**config.mk**
```make
export PLATFORM = sky130hd
export DESIGN_NAME = link_rx_flat
export DESIGN_NICKNAME = d
export VERILOG_FILES = /design/src/rtl/link_rx_pkg.sv /design/src/rtl/link_rx_if.sv /design/src/rtl/link_rx_uart_rx_byte.sv /design/src/rtl/link_rx.sv /design/src/flat_wrapper.sv
export SDC_FILE = /design/constraint.sdc
export NUM_CORES = 1
export LEC_CHECK = 0
export CORE_ASPECT_RATIO = 0.7
export CORE_MARGIN = 2
export CORE_UTILIZATION = 43
export CTS_BUF_LIST = sky130_fd_sc_hd__clkbuf_8
export CTS_CLUSTER_SIZE = 25
export DETAILED_ROUTE_END_ITERATION = 16
export GPL_ROUTABILITY_DRIVEN = 0
export SKIP_LAST_GASP = 1
export SLEW_MARGIN = 20
export SYNTH_ARGS = -nofsm -noshare
export SYNTH_HDL_FRONTEND = slang
export SYNTH_SLANG_ARGS = --single-unit
```
**constraint.sdc**
```tcl
create_clock -name clk -period 3.9 [get_ports clk]
set_input_delay 0.585 -clock clk [delete_from_list [all_inputs] [get_ports clk]]
set_output_delay 0.585 -clock clk [all_outputs]
set_load 0.03 [all_outputs]
```
**src/rtl/link_rx_pkg.sv**
```systemverilog
// Shared link constants and types for the inter-board UART link.
// The transmit side uses the same frame encoding.
package link_rx_pkg;

    typedef enum logic [1:0] {
        DIR_UP    = 2'd0,
        DIR_RIGHT = 2'd1,
        DIR_DOWN  = 2'd2,
        DIR_LEFT  = 2'd3
    } direction;

    // Type code 3 is reserved as invalid and never decoded.
    typedef enum logic [1:0] {
        FRM_DIR   = 2'd0,
        FRM_SEED  = 2'd1,
        FRM_START = 2'd2
    } frame_type_t;

    typedef enum logic [1:0] {
        P_IDLE,
        P_GOT_HDR,
        P_GOT_P0,
        P_GOT_P1
    } parse_state_t;

    typedef enum logic [1:0] {
        RX_IDLE,
        RX_START,
        RX_DATA,
        RX_STOP
    } rx_state_t;

    localparam logic [5:0]  FRAME_SYNC   = 6'b101000;
    localparam int unsigned DEFAULT_BAUD = 115_200;

    function automatic logic [7:0] frame_chk(input logic [7:0] hdr,
                                             input logic [7:0] p0,
                                             input logic [7:0] p1);
        return hdr ^ p0 ^ p1;
    endfunction

endpackage

```
**src/rtl/link_rx_if.sv**
```systemverilog
// Bundle between the link receiver and the game logic.
interface link_rx_if import link_rx_pkg::*; ();
    logic       rx;
    logic       send;
    logic       active;
    direction   dir2;
    logic       rcvdir;
    logic [4:0] seed_x_out;
    logic [4:0] seed_y_out;
    logic       seed_rdy;
    logic       start_game;
    logic       con_error;
    logic [7:0] frame_err_cnt;

    modport master (
        output rx, send, active,
        input  dir2, rcvdir, seed_x_out, seed_y_out, seed_rdy,
               start_game, con_error, frame_err_cnt
    );

    modport slave (
        input  rx, send, active,
        output dir2, rcvdir, seed_x_out, seed_y_out, seed_rdy,
               start_game, con_error, frame_err_cnt
    );
endinterface

```
**src/rtl/link_rx_uart_rx_byte.sv**
```systemverilog
// 8N1 byte receiver: 2-flop synchroniser, 16x oversampling, LSB-first shift.
// bit_tick pulses once per bit-time while the line is idle between bytes.
module uart_rx_byte import link_rx_pkg::*; #(
    parameter int unsigned OSR_DIV = 41
) (
    input  logic       clk,
    input  logic       rst,
    input  logic       rx,
    output logic [7:0] byte_data,
    output logic       byte_vld,
    output logic       byte_ferr,
    output logic       bit_tick
);
    localparam int unsigned DIV_W = (OSR_DIV > 1) ? $clog2(OSR_DIV) : 1;

    rx_state_t        r_state, w_state_nxt;
    logic [1:0]       r_sync;
    logic             r_prev;
    logic [DIV_W-1:0] r_div;
    logic [3:0]       r_smp;
    logic [3:0]       r_bitdiv;
    logic [2:0]       r_bit_idx;
    logic [7:0]       r_shift;
    logic             r_vld, r_ferr;
    logic             w_rx, w_fall, w_os_tick, w_mid_start, w_mid_bit;

    assign w_rx        = r_sync[1];
    assign w_fall      = r_prev & ~w_rx;
    assign w_os_tick   = (r_div == DIV_W'(OSR_DIV - 1));
    assign w_mid_start = w_os_tick && (r_smp == 4'd7);
    assign w_mid_bit   = w_os_tick && (r_smp == 4'd15);

    assign byte_data = r_shift;
    assign byte_vld  = r_vld;
    assign byte_ferr = r_ferr;
    assign bit_tick  = (r_state == RX_IDLE) && w_os_tick && (r_bitdiv == 4'd15);

    always_ff @(posedge clk or posedge rst) begin
        if (rst) begin
            r_sync <= '1;
            r_prev <= 1'b1;
        end else begin
            r_sync <= {r_sync[0], rx};
            r_prev <= w_rx;
        end
    end

    always_ff @(posedge clk or posedge rst) begin
        if (rst) r_state <= RX_IDLE;
        else     r_state <= w_state_nxt;
    end

    always_comb begin
        w_state_nxt = r_state;
        case (r_state)
            RX_IDLE:  if (w_fall) w_state_nxt = RX_START;
            RX_START: if (w_mid_start) w_state_nxt = w_rx ? RX_IDLE : RX_DATA;
            RX_DATA:  if (w_mid_bit && (r_bit_idx == 3'd7)) w_state_nxt = RX_STOP;
            RX_STOP:  if (w_mid_bit) w_state_nxt = RX_IDLE;
            default:  w_state_nxt = RX_IDLE;
        endcase
    end

    // Divider restarts on the start edge so samples land mid-bit.
    always_ff @(posedge clk or posedge rst) begin
        if (rst) begin
            r_div     <= '0;
            r_smp     <= '0;
            r_bitdiv  <= '0;
            r_bit_idx <= '0;
            r_shift   <= '0;
            r_vld     <= 1'b0;
            r_ferr    <= 1'b0;
        end else begin
            r_vld  <= 1'b0;
            r_ferr <= 1'b0;
            if ((r_state == RX_IDLE && w_fall) || w_os_tick) r_div <= '0;
            else                                             r_div <= r_div + DIV_W'(1);
            if (w_os_tick) r_bitdiv <= r_bitdiv + 4'd1;
            if (r_state == RX_IDLE || (r_state == RX_START && w_mid_start)) r_smp <= '0;
            else if (w_os_tick)                                            r_smp <= r_smp + 4'd1;
            if (r_state == RX_IDLE) r_bit_idx <= '0;
            if (r_state == RX_DATA && w_mid_bit) begin
                r_shift   <= {w_rx, r_shift[7:1]};
                r_bit_idx <= r_bit_idx + 3'd1;
            end
            if (r_state == RX_STOP && w_mid_bit) begin
                r_vld  <= w_rx;
                r_ferr <= ~w_rx;
            end
        end
    end
endmodule

```
**src/rtl/link_rx.sv**
```systemverilog
// Link receiver: parses 4-byte HDR/P0/P1/CHK frames into game-side updates
// and flags a sticky connection error when the peer stays silent in-game.
module link_rx import link_rx_pkg::*; #(
    parameter int unsigned CLK_HZ        = 75_000_000,
    parameter int unsigned BAUD          = DEFAULT_BAUD,
    parameter int unsigned TIMEOUT_TICKS = 4,
    parameter int unsigned GAP_BITS      = 40
) (
    input logic      clk,
    input logic      rst,
    link_rx_if.slave bus
);
    localparam int unsigned OSR_DIV = (CLK_HZ + BAUD * 8) / (BAUD * 16);
    localparam int unsigned GAP_W   = $clog2(GAP_BITS + 1);
    localparam int unsigned TO_W    = $clog2(TIMEOUT_TICKS + 1);

    logic [7:0]       w_byte_data;
    logic             w_byte_vld, w_byte_ferr, w_bit_tick;
    parse_state_t     r_state, w_state_nxt;
    logic [7:0]       r_hdr, r_p0, r_p1;
    logic [GAP_W-1:0] r_gap;
    logic [TO_W-1:0]  r_to_cnt;
    direction         r_dir2;
    logic [4:0]       r_seed_x, r_seed_y;
    logic             r_rcvdir, r_seed_rdy, r_start, r_con_error;
    logic [7:0]       r_err_cnt;
    logic             w_is_hdr, w_gap_err, w_abort, w_chk_hit, w_frame_ok, w_frame_bad;
    logic             w_start_ok, w_to_hit;

    uart_rx_byte #(.OSR_DIV(OSR_DIV)) u_rx (
        .clk       (clk),
        .rst       (rst),
        .rx        (bus.rx),
        .byte_data (w_byte_data),
        .byte_vld  (w_byte_vld),
        .byte_ferr (w_byte_ferr),
        .bit_tick  (w_bit_tick)
    );

    always_ff @(posedge clk or posedge rst) begin
        if (rst) r_state <= P_IDLE;
        else     r_state <= w_state_nxt;
    end

    always_comb begin
        w_state_nxt = r_state;
        if (w_abort) w_state_nxt = P_IDLE;
        else begin
            case (r_state)
                P_IDLE:    if (w_is_hdr)   w_state_nxt = P_GOT_HDR;
                P_GOT_HDR: if (w_byte_vld) w_state_nxt = P_GOT_P0;
                P_GOT_P0:  if (w_byte_vld) w_state_nxt = P_GOT_P1;
                P_GOT_P1:  if (w_byte_vld) w_state_nxt = P_IDLE;
                default:   w_state_nxt = P_IDLE;
            endcase
        end
    end

    always_comb begin
        w_is_hdr    = w_byte_vld && (w_byte_data[7:2] == FRAME_SYNC) && (w_byte_data[1:0] != 2'd3);
        w_gap_err   = (r_state != P_IDLE) && w_bit_tick && (r_gap == GAP_W'(GAP_BITS));
        w_abort     = (r_state != P_IDLE) && (w_byte_ferr || w_gap_err);
        w_chk_hit   = (r_state == P_GOT_P1) && w_byte_vld && !w_abort;
        w_frame_ok  = w_chk_hit && (w_byte_data == frame_chk(r_hdr, r_p0, r_p1));
        w_frame_bad = w_abort || (w_chk_hit && !w_frame_ok);
        w_start_ok  = w_frame_ok && (r_hdr[1:0] == FRM_START);
        w_to_hit    = bus.active && bus.send && !w_frame_ok &&
                      (r_to_cnt == TO_W'(TIMEOUT_TICKS - 1));
    end

    // Gap counter only advances on idle bit-times, so byte bodies never count.
    always_ff @(posedge clk or posedge rst) begin
        if (rst) begin
            r_hdr <= '0;
            r_p0  <= '0;
            r_p1  <= '0;
            r_gap <= '0;
        end else begin
            if (r_state == P_IDLE && w_is_hdr)      r_hdr <= w_byte_data;
            if (r_state == P_GOT_HDR && w_byte_vld) r_p0  <= w_byte_data;
            if (r_state == P_GOT_P0 && w_byte_vld)  r_p1  <= w_byte_data;
            if (w_state_nxt == P_IDLE || w_byte_vld) r_gap <= '0;
            else if (w_bit_tick)                     r_gap <= r_gap + GAP_W'(1);
        end
    end

    always_ff @(posedge clk or posedge rst) begin
        if (rst) begin
            r_dir2     <= DIR_RIGHT;
            r_seed_x   <= '0;
            r_seed_y   <= '0;
            r_rcvdir   <= 1'b0;
            r_seed_rdy <= 1'b0;
            r_start    <= 1'b0;
            r_err_cnt  <= '0;
        end else begin
            r_rcvdir   <= 1'b0;
            r_seed_rdy <= 1'b0;
            r_start    <= 1'b0;
            if (w_frame_ok) begin
                case (r_hdr[1:0])
                    FRM_DIR: begin
                        r_dir2   <= direction'(r_p0[1:0]);
                        r_rcvdir <= 1'b1;
                    end
                    FRM_SEED: begin
                        r_seed_x   <= r_p0[4:0];
                        r_seed_y   <= r_p1[4:0];
                        r_seed_rdy <= 1'b1;
                    end
                    FRM_START: r_start <= 1'b1;
                    default: ;
                endcase
            end
            if (w_frame_bad && r_err_cnt != 8'hFF) r_err_cnt <= r_err_cnt + 8'd1;
        end
    end

    always_ff @(posedge clk or posedge rst) begin
        if (rst) begin
            r_to_cnt    <= '0;
            r_con_error <= 1'b0;
        end else begin
            if (w_frame_ok || !bus.active) r_to_cnt <= '0;
            else if (bus.send && r_to_cnt != TO_W'(TIMEOUT_TICKS)) r_to_cnt <= r_to_cnt + TO_W'(1);
            if (w_start_ok)    r_con_error <= 1'b0;
            else if (w_to_hit) r_con_error <= 1'b1;
        end
    end

    assign bus.dir2          = r_dir2;
    assign bus.rcvdir        = r_rcvdir;
    assign bus.seed_x_out    = r_seed_x;
    assign bus.seed_y_out    = r_seed_y;
    assign bus.seed_rdy      = r_seed_rdy;
    assign bus.start_game    = r_start;
    assign bus.con_error     = r_con_error;
    assign bus.frame_err_cnt = r_err_cnt;
endmodule

```
**src/flat_wrapper.sv**
```systemverilog
// flat-port wrapper written by rule: the top's interface ports become plain ports
module link_rx_flat import link_rx_pkg::*;
#(
    parameter int unsigned CLK_HZ        = 75_000_000,
    parameter int unsigned BAUD          = DEFAULT_BAUD,
    parameter int unsigned TIMEOUT_TICKS = 4,
    parameter int unsigned GAP_BITS      = 40
)
  (clk, rst, bus_rx, bus_send, bus_active, bus_dir2, bus_rcvdir, bus_seed_x_out, bus_seed_y_out, bus_seed_rdy, bus_start_game, bus_con_error, bus_frame_err_cnt);
  link_rx_if bus_i ();
  input logic clk;
  input logic rst;
  input wire logic [$bits(bus_i.rx)-1:0] bus_rx;
  input wire logic [$bits(bus_i.send)-1:0] bus_send;
  input wire logic [$bits(bus_i.active)-1:0] bus_active;
  output wire logic [$bits(bus_i.dir2)-1:0] bus_dir2;
  output wire logic [$bits(bus_i.rcvdir)-1:0] bus_rcvdir;
  output wire logic [$bits(bus_i.seed_x_out)-1:0] bus_seed_x_out;
  output wire logic [$bits(bus_i.seed_y_out)-1:0] bus_seed_y_out;
  output wire logic [$bits(bus_i.seed_rdy)-1:0] bus_seed_rdy;
  output wire logic [$bits(bus_i.start_game)-1:0] bus_start_game;
  output wire logic [$bits(bus_i.con_error)-1:0] bus_con_error;
  output wire logic [$bits(bus_i.frame_err_cnt)-1:0] bus_frame_err_cnt;
  assign bus_i.rx = bus_rx;
  assign bus_i.send = bus_send;
  assign bus_i.active = bus_active;
  assign bus_dir2 = bus_i.dir2;
  assign bus_rcvdir = bus_i.rcvdir;
  assign bus_seed_x_out = bus_i.seed_x_out;
  assign bus_seed_y_out = bus_i.seed_y_out;
  assign bus_seed_rdy = bus_i.seed_rdy;
  assign bus_start_game = bus_i.start_game;
  assign bus_con_error = bus_i.con_error;
  assign bus_frame_err_cnt = bus_i.frame_err_cnt;
  link_rx #(.CLK_HZ(CLK_HZ), .BAUD(BAUD), .TIMEOUT_TICKS(TIMEOUT_TICKS), .GAP_BITS(GAP_BITS)) u_core (.clk(clk), .rst(rst), .bus(bus_i));
endmodule
```
==> results of run 1 <==
## cells in the mapped netlist (2+ instances only)
master / count / area [um^2]
a31oi_1: 4 / 25.0
nor2b_1: 2 / 12.5
and3_1: 9 / 56.3
nand3_1: 9 / 45.0
ha_1: 12 / 150
o21a_1: 2 / 15.0
nand4_1: 6 / 37.5
inv_1: 14 / 52.6
or2_2: 2 / 12.5
clkbuf_1: 4 / 15.0
a211oi_1: 2 / 15.0
mux2i_1: 2 / 20.0
dfrtp_1: 87 / 2180
mux2_2: 32 / 360
dfstp_2: 4 / 105
nor2_1: 26 / 97.6
nand2b_1: 5 / 31.3
nand2_1: 14 / 52.6
nor3_1: 4 / 20.0
mux2_4: 9 / 135
xnor2_1: 33 / 289
o21ai_0: 11 / 55.1
nor3b_1: 2 / 15.0
and2_1: 4 / 25.0
nor4bb_1: 3 / 30.0
nand4b_1: 2 / 17.5
xor2_1: 12 / 105
a21oi_1: 9 / 45.0
## sequential cells by signal, indices dropped and copies added (netlist names), 2 cells and up, named ones only
register                  count
u_core.bus.frame_err_cnt      8
u_core.r_gap                  6
u_core.u_rx.r_sync            2
u_core.bus.seed_y_out         5
u_core.u_rx.byte_data         8
u_core.bus.dir2               2
u_core.u_rx.r_smp             4
u_core.u_rx.r_div             6
u_core.bus.seed_x_out         5
u_core.r_to_cnt               3
u_core.u_rx.r_bit_idx         3
u_core.r_p1                   8
u_core.r_hdr                  8
u_core.r_p0                   8
u_core.u_rx.r_bitdiv          4
u_core.r_state                2
## worst max-delay path, stage by stage (launching register included)
cell and delay (ns):
dfrtp_1 0.39, inv_1 0.06, ha_1 0.19, nand4b_1 0.12
nor4bb_1 0.07, buf_4 0.16, a31o_4 0.26, nor4b_4 0.39
nand3_2 0.39, mux2_4 0.42
## per-stage QoR
stage	power, uW	std cells	worst slack [ns]	util [%]	instance area, um^2
floorplan	1190	338	0.958	-	4140
global placement	1240	486	1.41	49.7	4580
detailed placement	1240	486	1.33	49.7	4580
CTS	2020	502	1.33	52.3	4820
global route	2090	502	1.16	52.3	4820
finish	1980	502	1.33	52.3	4820
## kinds of logic (layout without fill, tap and decap cells)
| group | Yosys count | count (layout) | synth area share [%] |
|---|---|---|---|
| flops | 91 | 91 | 55.1 |
| simple gates | 92 | 92 | 12.1 |
| mux | 43 | 43 | 12.4 |
| compound gates | 33 | 33 | 4.95 |
| xor+xnor | 45 | 45 | 9.51 |
| buf+inv | 22 | 62 | 2.29 |
| fa+ha+maj | 12 | 12 | 3.62 |
## power by group through the flow
stage / sequential, uW / combinational, uW / clock [uW]
6_report: 1050 / 168 / 761
5_1_grt: 1060 / 195 / 831
4_1_cts: 1050 / 173 / 790
3_5_place_dp: 1070 / 172 / 0
3_3_place_gp: 1070 / 168 / 0
2_1_floorplan: 1070 / 125 / 0
## worst max-delay path by stage
stage | from | end | slack (ns) | cells past startpoint
after detailed placement | u_core.u_rx.r_div[0] | u_core.bus.seed_x_out[4] | 1.33 | 9
after CTS | u_core.u_rx.r_div[0] | u_core.bus.seed_x_out[4] | 1.33 | 9
after floorplan | rst | asynchronous set/reset pin | 0.96 | 1
after global routing | u_core.u_rx.r_div[0] | u_core.bus.seed_x_out[4] | 1.16 | 9
after global placement | u_core.u_rx.r_div[0] | u_core.bus.seed_x_out[3] | 1.41 | 9
final | u_core.u_rx.r_div[0] | u_core.bus.seed_x_out[4] | 1.33 | 9
## final cells by class
type | instances | area (um^2) | area share, %
Inverter | 14 | 53.8 | 1.12
Sequential cell | 91 | 2280 | 47.3
Clock buffer | 10 | 138 | 2.85
Tap cell | 124 | 155 | 3.22
Timing Repair Buffer | 32 | 323 | 6.69
Clock inverter | 6 | 106 | 2.20
Multi-Input combinational cell | 225 | 1770 | 36.6
## metal layers
metal	GRT usage (%)	wire, um
met1	23.4	3850
met3	4.39	270
met4	5.33	73
met2	20.4	2910
met5	0	0
==> impl_metrics.toml, run 1 <==
[logic_synthesis]
seq_area_frac_synth_pct = 55.1
yosysWarningCount = 0
synth_area_um2 = 4140
synthArstFlopShare_pct = 100
synth.avg_cell_area_um2 = 12.3
synth_nets = 355
synth_edf_count = 0
synthFlopType = "dfrtp_1"
synth_cell_types = 41
yosys_register_bits = 91
syn_inst = 338

[power_and_ir_drop]
swShare_pct = 23.4
p_sw_uw = 464
p_seq_share_pct = 53.1
p_leak_uw = 0.00228
intPower_uw = 1520
p_comb_share_pct = 8.5
peakVddDrop_v = 0.000291
powerDensity_nw_per_um2 = 411
pwr-share-clk_pct = 38.4

[sta]
setup_viol = 0
worst_slew_pin_slew_ns = 0.652
maxSlewHeadroom_pct = 56.5
maxSlewViolCount = 0
max_freq_mhz = 388
holdWs_ns = 0.361
report.final.hold_viol_count = 0
fin_worst_skew_ns = 0.00769
fin_crit_sh_pct = 66.0
tns_ns = 0
period_minus_slack_ns = 2.57
rsz0062_at_grt = "no"

[route]
via_count = 2465
drt-wirelength-per-cell_um = 14.1
drt_pass1_iterations = 4
vias_per_cell = 4.91
routed_wl_um = 7100
drcViolationCount = 0
drt-initial-drc-count = 115
antenna_left = 0

[worst_setup_path]
r2r_cells = 9
cp.required_ns = 4.14
path_class = "reg2reg"
crit_fanout = 11
cp-start-kind = "register"
r2r-start = "u_core.u_rx.r_div[0]"
crit_path_end_kind = "register"
rrSetupSlack_ns = 1.33
arrival_ns = 2.82
rr_endpoint = "u_core.bus.seed_x_out[4]"

[final_layout]
area_growth_syn_to_layout_pct = 16.4
final_cell_mix = "dfrtp_1 (87), xnor2_1 (33), mux2_2 (32)"
fill_cells = 813
layout_commonest_cell = "dfrtp_1"
drive_above_1_share_pct = 18.8
final_nets = 390
n_antenna_cell = 0

[cts]
cts_made_buffers = 9
cts_root_buf = "clkbuf_8"
cts_tree = "yes"
h-tree-depth = 3
cts_buffer_depth = 2
cts_setup_buffers = 0
cts_num_sinks = 91
insertion_delay_ns = 0.36
post_cts_resized = 0
cts.reportedPaths.clkPinSlew_ns = 0.08
hold_buffers = 0

[die]
coreArea_um2 = 9220
dieArea_um2 = 10500
start_util_pct = 45.0
die_w_um = 121
rows = 29
die_y_um = 86.1
io_pins = 29

[global_route]
grt_pass1_wl_um = 12300
antenna_found_initial = 0
grt_max_degree = 57
grt_usage_pct = 15.3
first_global_vias = 2437
overflow = 0

[status]
status = "completed"

[run]
maxCapViolations = 0

[placement]
dp_hpwl_um = 4860
port_buffers = 28

[worst_hold_path]
hold_depth = 0
hold_class = "reg2reg"
hold_path_startpoint = "u_core.u_rx.r_sync[0]"
min_to = "u_core.u_rx.r_sync[1]"
Power figures use the tool's default switching activity.
==> run 2, diff against run 1 <==
- clock period: 3.9 -> 2.65 ns (I/O delays scaled with it)
==> run 2 against run 1 <==
Non-clock buffer count grew 4; critical path depth shrank 1; clock power up 10%; highest routed layer unchanged.
==> impl_metrics.toml, run 2 (synthesized netlist as in run 1, its figures left out) <==
[status]
status = "completed"

[final_layout]
drive_above_1_share_pct = 19.9
area_growth_syn_to_layout_pct = 15.4
n_antenna_cell = 0
post-route-util_pct = 51.9
fill_cells = 787
multi_input_area_um2 = 1770
fin_area_um2 = 4780
final_nets = 394
final-seq-area_um2 = 2280
layout_commonest_cell = "dfrtp_1"
final_cell_mix = "dfrtp_1 (87), xnor2_1 (33), mux2_2 (32)"

[power_and_ir_drop]
p_sw_uw = 719
total_power_uw = 2650
p_seq_share_pct = 58.6
p_leak_uw = 0.00226
p_comb_share_pct = 9.7
swShare_pct = 27.1
pwr-share-clk_pct = 31.7
peakVddDrop_v = 0.000313
powerDensity_nw_per_um2 = 554
intPower_uw = 1930

[sta]
holdWs_ns = 0.360
report.final.hold_viol_count = 0
rsz0062_at_grt = "no"
tns_ns = 0
setup_viol = 0
worst_slew_pin_slew_ns = 0.560
fin_worst_skew_ns = 0.0131
period_minus_slack_ns = 2.42
maxSlewViolCount = 0
max_freq_mhz = 413
maxSlewHeadroom_pct = 62.6
fin_crit_sh_pct = 91.5

[cts]
h-tree-depth = 3
insertion_delay_ns = 0.36
cts_setup_buffers = 0
cts_buffer_depth = 2
cts_num_sinks = 91
cts_made_buffers = 9
hold_buffers = 0
post_cts_resized = 0
cts_root_buf = "clkbuf_8"
cts.reportedPaths.clkPinSlew_ns = 0.09
cts_tree = "yes"

[worst_hold_path]
min_to = "u_core.u_rx.r_sync[1]"
hold_depth = 0
hold_path_startpoint = "u_core.u_rx.r_sync[0]"
hold_class = "reg2reg"

[worst_setup_path]
path_class = "reg2reg"
crit_fanout = 11
rrSetupSlack_ns = 0.23
arrival_ns = 2.67
crit_path_end_kind = "register"
cp-start-kind = "register"
r2r-start = "u_core.u_rx.r_div[0]"
r2r_cells = 8
rr_endpoint = "u_core.bus.seed_x_out[1]"
cp.required_ns = 2.90

[route]
vias_per_cell = 4.86
drcViolationCount = 0
antenna_left = 0
drt_pass1_iterations = 4
routed_wl_um = 6960
drt-initial-drc-count = 96
via_count = 2457
drt-wirelength-per-cell_um = 13.7

[die]
die_w_um = 121
start_util_pct = 45.0
coreArea_um2 = 9220
rows = 29
io_pins = 29
dieArea_um2 = 10500
die_y_um = 86.1

[global_route]
grt_max_degree = 48
grt_pass1_wl_um = 12000
overflow = 0
first_global_vias = 2379
antenna_found_initial = 0
grt_usage_pct = 15.0

[placement]
dp_hpwl_um = 4800
placed_area_um2 = 4610
port_buffers = 28

[run]
maxCapViolations = 0
[run 2: power groups by stage]
| stage | clock (uW) | combinational (uW) | sequential (uW) |
|---|---|---|---|
| detailed placement | 0 | 262 | 1580 |
| global placement | 0 | 248 | 1580 |
| global route | 944 | 298 | 1570 |
| finish | 839 | 256 | 1550 |
| floorplan | 0 | 184 | 1570 |
| CTS | 879 | 264 | 1550 |
[run 2: per-layer routing]
layer  vias to the layer above  routed length (um)  track usage, %
met5                         -                   0               0
met4                         0                  93            5.02
met3                         9                 283            5.05
met2                        34                2650            18.8
met1                      1171                3930            23.7
li1                       1243                   -               -
[run 2: area by class of cell]
class	instances	share of cell area [%]
Clock inverter	7	0.968
Clock buffer	9	2.59
Multi-Input combinational cell	225	36.9
Sequential cell	91	47.7
Tap cell	124	3.24
Inverter	14	1.18
Timing Repair Buffer	36	7.38
[run 2: how the worst max path moves through the flow]
stage / start / depth (start not counted) / slack (ns) / endpoint
after floorplan: u_core.u_rx.r_div[0] / 10 / 0.46 / u_core.bus.seed_x_out[0]
after global placement: u_core.u_rx.r_div[0] / 8 / 0.28 / u_core.bus.seed_x_out[2]
after detailed placement: u_core.u_rx.r_div[0] / 8 / 0.19 / u_core.bus.seed_x_out[4]
after CTS: u_core.u_rx.r_div[0] / 8 / 0.18 / u_core.bus.seed_x_out[1]
after global routing: u_core.u_rx.r_div[0] / 8 / 0.06 / u_core.bus.seed_x_out[2]
final: u_core.u_rx.r_div[0] / 8 / 0.23 / u_core.bus.seed_x_out[1]
[run 2: critical path: stages (launching register included)]
cell	delay [ns]
dfrtp_1	0.40
inv_1	0.06
ha_1	0.19
nand4b_1	0.11
nor4bb_1	0.09
a31o_4	0.28
nor4b_4	0.39
nand3_2	0.38
mux2_4	0.41
[run 2: metrics by stage]
step | setup WS, ns | std cells
6_report | 0.226 | 506
5_1_grt | 0.0573 | 506
4_1_cts | 0.182 | 506
3_5_place_dp | 0.187 | 490
3_3_place_gp | 0.277 | 490
2_1_floorplan | 0.461 | 338
